`config.mk`:
```
export PLATFORM = sky130hd
export DESIGN_NAME = cpu_mem_io
export DESIGN_NICKNAME = d
export VERILOG_FILES = /design/src/rtl/cpu_mem_io.sv
export SDC_FILE = /design/constraint.sdc
export NUM_CORES = 2
export LEC_CHECK = 0
export ABC_AREA = 1
export CORE_AREA = 5 5 423 425
export CTS_CLUSTER_DIAMETER = 120
export CTS_CLUSTER_SIZE = 30
export DETAILED_ROUTE_END_ITERATION = 16
export DIE_AREA = 0 0 428 430
export MAX_ROUTING_LAYER = met4
export PLACE_DENSITY = 0.61
export SETUP_SLACK_MARGIN = 0.5
export SLEW_MARGIN = 25
export SYNTH_ARGS = -nofsm -noshare
export SYNTH_HDL_FRONTEND = slang
export SYNTH_SLANG_ARGS = --single-unit
export TNS_END_PERCENT = 100
```
`constraint.sdc`:
```
create_clock -name clk -period 7.29 [get_ports clk]
set_clock_uncertainty 0.05 [all_clocks]
set_input_delay 1.458 -clock clk [delete_from_list [all_inputs] [get_ports clk]]
set_output_delay 1.458 -clock clk [all_outputs]
set_load 0.005 [all_outputs]
```
`src/rtl/cpu_mem_io.sv`:
```
// CPU-side memory/IO slave: combinational-read data RAM, memory-mapped TX FIFO,
// STATUS register and optional free-running timer (enabled by CPU_MEM_IO_TIMER_EN).
module cpu_mem_io #(
  parameter int unsigned RAM_DEPTH  = 240,
  parameter int unsigned FIFO_DEPTH = 8
) (
  input  logic       clk,
  input  logic       reset,
  input  logic [7:0] AddressBus,
  input  logic [7:0] WriteDataBus,
  input  logic       MemwriteEnable,
  output logic [7:0] ReadDataBus,
  output logic [7:0] tx_data,
  output logic       tx_valid,
  input  logic       tx_ready
);

  localparam int unsigned RAM_AW = (RAM_DEPTH > 1) ? $clog2(RAM_DEPTH) : 1;
  localparam int unsigned PTR_W  = $clog2(FIFO_DEPTH);
  localparam int unsigned CNT_W  = PTR_W + 1;

  localparam logic [7:0] ADDR_TXDATA = 8'hF0;
  localparam logic [7:0] ADDR_STATUS = 8'hF1;
  localparam logic [7:0] ADDR_TIMER  = 8'hF2;

  logic [7:0] ram_q  [RAM_DEPTH];
  logic [7:0] fifo_q [FIFO_DEPTH];

  logic [PTR_W-1:0] rd_ptr_q, rd_ptr_d;
  logic [PTR_W-1:0] wr_ptr_q, wr_ptr_d;
  logic [CNT_W-1:0] count_q, count_d;
  logic             ovf_q, ovf_d;
`ifdef CPU_MEM_IO_TIMER_EN
  logic [7:0]       timer_q, timer_d;
`endif

  logic       ram_hit, ram_we;
  logic       empty, full, pop;
  logic       push_req, push_ok, fifo_we;
  logic       ovf_clr;
  logic [3:0] count_sat;
  logic [7:0] status;

  // Decode and FIFO handshake qualification
  always_comb begin
    ram_hit   = 32'(AddressBus) < RAM_DEPTH;
    ram_we    = reset && MemwriteEnable && ram_hit;
    empty     = (count_q == '0);
    full      = (count_q == CNT_W'(FIFO_DEPTH));
    pop       = !empty && tx_ready;
    push_req  = MemwriteEnable && (AddressBus == ADDR_TXDATA);
    push_ok   = push_req && (!full || pop);
    fifo_we   = reset && push_ok;
    ovf_clr   = MemwriteEnable && (AddressBus == ADDR_STATUS) && WriteDataBus[2];
    count_sat = (32'(count_q) > 32'd15) ? 4'hF : 4'(count_q);
    status    = {count_sat, 1'b0, ovf_q, full, empty};
  end

  always_comb begin
    rd_ptr_d = rd_ptr_q;
    wr_ptr_d = wr_ptr_q;
    count_d  = count_q;
    ovf_d    = ovf_q;
    if (pop)     rd_ptr_d = rd_ptr_q + PTR_W'(1);
    if (push_ok) wr_ptr_d = wr_ptr_q + PTR_W'(1);
    case ({push_ok, pop})
      2'b10:   count_d = count_q + CNT_W'(1);
      2'b01:   count_d = count_q - CNT_W'(1);
      default: count_d = count_q;
    endcase
    // A dropped push outranks a clear; both cannot come from one bus cycle anyway
    if (push_req && !push_ok) ovf_d = 1'b1;
    else if (ovf_clr)         ovf_d = 1'b0;
  end

`ifdef CPU_MEM_IO_TIMER_EN
  always_comb begin
    timer_d = timer_q + 8'd1;
    if (MemwriteEnable && (AddressBus == ADDR_TIMER)) timer_d = WriteDataBus;
  end
`endif

  always_ff @(posedge clk) begin
    if (!reset) begin
      rd_ptr_q <= '0;
      wr_ptr_q <= '0;
      count_q  <= '0;
      ovf_q    <= 1'b0;
`ifdef CPU_MEM_IO_TIMER_EN
      timer_q  <= 8'h00;
`endif
    end else begin
      rd_ptr_q <= rd_ptr_d;
      wr_ptr_q <= wr_ptr_d;
      count_q  <= count_d;
      ovf_q    <= ovf_d;
`ifdef CPU_MEM_IO_TIMER_EN
      timer_q  <= timer_d;
`endif
    end
  end

  // Storage arrays are never cleared; reset only blocks the same-cycle write
  always_ff @(posedge clk) begin
    if (ram_we)  ram_q[RAM_AW'(AddressBus)] <= WriteDataBus;
    if (fifo_we) fifo_q[wr_ptr_q]           <= WriteDataBus;
  end

  always_comb begin
    ReadDataBus = 8'h00;
    if (ram_hit) begin
      ReadDataBus = ram_q[RAM_AW'(AddressBus)];
    end else begin
      case (AddressBus)
        ADDR_STATUS: ReadDataBus = status;
`ifdef CPU_MEM_IO_TIMER_EN
        ADDR_TIMER:  ReadDataBus = timer_q;
`endif
        default:     ReadDataBus = 8'h00;
      endcase
    end
  end

  assign tx_valid = !empty;
  assign tx_data  = fifo_q[rd_ptr_q];

endmodule

```
==> flow_summary_export.csv <==
group,metric,value,unit
timing,slew_viol_final,0,
floorplan,ios,37,
clock_tree,htreeDepth,3,
drt,top_layer,"met4",
synth,ys.warnings.count,0,
power_and_ir_drop,cellPowerDensity,227,mW/mm^2
timing,worst_pin_slew,1120,ps
timing,rsz0062_at_grt,"no",
drt,viasPerCell,5.45,
place,hpwl,138000,um
place,dpl.cell_count,9617,
timing,max-slew-margin-rel,25.3,%
worst_setup_path,worstSetupEndpointType,"output port",
floorplan,start_util,46.5,%
timing,hold_slack,430,ps
cells_and_area,finalNetCount,7380,
run,maxCapViolCount,0,
synth,synth-seq-cells,1998,
power_and_ir_drop,power.leakage,32.5,nW
timing,finalCritPeriodShare,91.2,%
global_route,overflow,0,
floorplan,rows,154,
synth,synth_area_leaders,"edfxtp_1 73%, nand2_1 18%, nor2_1 2.8%",
worst_setup_path,critPathTopFamily,"buffers and inverters",
global_route,grt_max_degree,153,
synth,ys.flop_type,"edfxtp_1",
worst_setup_path,crit_path_cell_trace,"clkdlybuf4s50_1 > inv_1 > nor2_4 > buf_4 > nand2_1 > nand2_1 > nor2_1 > nor2_1 > nor2_1 > nand2_1 > nand2_1 > nand2_1 > o21ai_1 > nand2_1 > clkdlybuf4s50_1",
synth,synth_top_area_share,73.2,%
hold_path,holdCritPathClass,"reg -> reg",
status,status,"finished clean",
drt,dr_wl_met2,106000,um
worst_setup_path,cp_data_arrival_time,5140,ps
drt,wl_met3,20300,um
synth,yosysMostFrequentCell,"nand2_1",
synth,synth_cells,7441,
worst_setup_path,cp.required,5780,ps
cells_and_area,fillers,15675,
worst_setup_path,cpMostUsedCell,"nand2_1",
place,io_buffers,36,
clock_tree,cts_sinks,1998,
drt,firstDrtPassIters,6,
floorplan,core_area,0.175,mm^2
synth,yosysUniqueCellTypes,28,
power_and_ir_drop,peakVddDrop,0.182,mV
global_route,antenna_found_initial,5,
timing,hold_violations,0,
synth,synth_top_cell_by_area,"edfxtp_1",
floorplan,die_h,430,um
clock_tree,numCtsBuffers,76,
worst_setup_path,crit_path_max_incr_delay,690,ps
cells_and_area,area_delta_synth_final,6.88,%
worst_setup_path,path_max_fanout,24,
timing,finalSetupViolCount,0,
drt,num_vias,52974,
synth,netlist_area,0.0814,mm^2
cells_and_area,fin_area,0.0870,mm^2
clock_tree,clk_pin_slew,110,ps
floorplan,die_x,428,um
timing,period_minus_slack,6650,ps
synth,syn_area_per_cell,10.9,um^2
floorplan,die_area,0.184,mm^2
synth,yosys-top-cells-count,"3974 x nand2_1, 1984 x edfxtp_1, 606 x nor2_1",
place,place_area,0.0850,mm^2
cells_and_area,fin_util,49.7,%
drt,wl_met1,95200,um
worst_setup_path,cp-start-kind,"input pin",
drt,drcViolationCount,0,
drt,dr.first_iter.drc_count,6588,
synth,synth_fp_nets,7466,
timing,max_freq,150,MHz
synth,ys_seq_area_share,73.5,%
global_route,grt.total_usage,25.2,%
worst_setup_path,critPathBufInv,4,
global_route,grt_pass1_wl,337000,um
worst_setup_path,cp_slowest_cell,"clkdlybuf4s50_1",
clock_tree,worstSkewPairLatency,730,ps
clock_tree,cts.path.max_buffers,3,
clock_tree,cts-hold-fix-buffers,0,
cells_and_area,drive_gt1_share,3.84,%
clock_tree,cts_tree,"done",
drt,ant_nets,0,
clock_tree,root_buffer,"clkbuf_16",
global_route,first_global_vias,49228,
synth,async_reset_ff_share,0,%
place,gp_congestion,0.972,
timing,setup_tns,0,ps
drt,drt_wl_total,230000,um
synth,synth_edf_count,1984,
drt,wl_per_cell,23.7,um
worst_setup_path,criticalPathCategory,"in -> out",
cells_and_area,instances_no_fill,9712,
==> per-stage QoR <==
stage               worst slack, ps  total power [W]
CTS                             544           0.0198
finish                          638           0.0197
global route                    560           0.0204
floorplan                      2940           0.0138
detailed placement              543           0.0146
global placement                478           0.0146
==> placed cells by master, fill, tap and decap left out, types with 22 or more instances in the layout <==
cell type and instances:
nand2_1 3974, edfxtp_1 1984, nor2_1 601, nand3_1 128, buf_4 128, nand4_1 113
clkbuf_16 78, a22oi_1 66, o21ai_0 52, inv_1 48, buf_12 39, clkdlybuf4s50_1 26
a21oi_1 22
==> cells by family after synthesis <==
family / count (synthesis) / share of synthesized area (%)
flops: 1998 / 73.5
fa+ha+maj: 5 / 0.0860
xor+xnor: 1 / 0.0108
simple gates: 4829 / 22.8
buf+inv: 430 / 2.24
compound gates: 178 / 1.33
==> final timing paths <==
path	to	from	depth (start not counted)	slack, ps
max reg2reg	fifo_q[4][5]$_DFFE_PP_	count_q[2]$_SDFFE_PN0P_	7	4920
min reg2reg	flip-flop	rd_ptr_q[2]$_SDFFE_PN0P_	2	430
max	ReadDataBus[7]	AddressBus[2]	15	640
min	flip-flop	rd_ptr_q[2]$_SDFFE_PN0P_	2	430
==> sequential cells by signal (all words and copies together), names as in the netlist, named ones only <==
signal    flops
fifo_q       64
rd_ptr_q      3
ram_q      1920
ovf_q         1
wr_ptr_q      3
count_q       4
==> area by class of cell <==
class                      count  area, um^2  area share, %
antenna                        3        7.51        0.00862
sequential                  1998       59900           68.8
clock buffer                  86        1980           2.28
tap                         2340        2930           3.36
inverter                      63         264          0.303
clock inverter                 6        62.6         0.0719
multi-input combinational   5013       19800           22.7
timing repair buffer         203        2150           2.47
==> tightest hold or removal path, delay by kind of cell, from the launching register on <==
| family | cells | cell delay, ps |
|---|---|---|
| DFF | 1 | 330 |
| buffers and inverters | 1 | 50 |
| AOI/OAI and AO/OA | 1 | 60 |
==> timing repair <==
action / 4_1_cts / 5_1_grt
setup buffers: 0 / 0
setup endpoints to repair: 0 / 3
endpoints found under the hold margin: 0 / 0
gates resized for setup: 0 / 3
==> routing by layer <==
layer  GRT usage (%)  vias to the layer above
li1                -                    24426
met1            34.5                    25885
met2            38.5                     2295
met3            4.46                      368
met4            8.14                        0
met5               -                        -
==> where the power goes <==
part           internal, W  switching [W]  total (W)  leakage, nW
Sequential          0.0126      0.0000374     0.0127         17.9
Clock              0.00198        0.00337    0.00534         1.00
Combinational     0.000442        0.00127    0.00171         13.6
Total               0.0151        0.00467     0.0197         32.5
(Power assumes the default switching activity.)
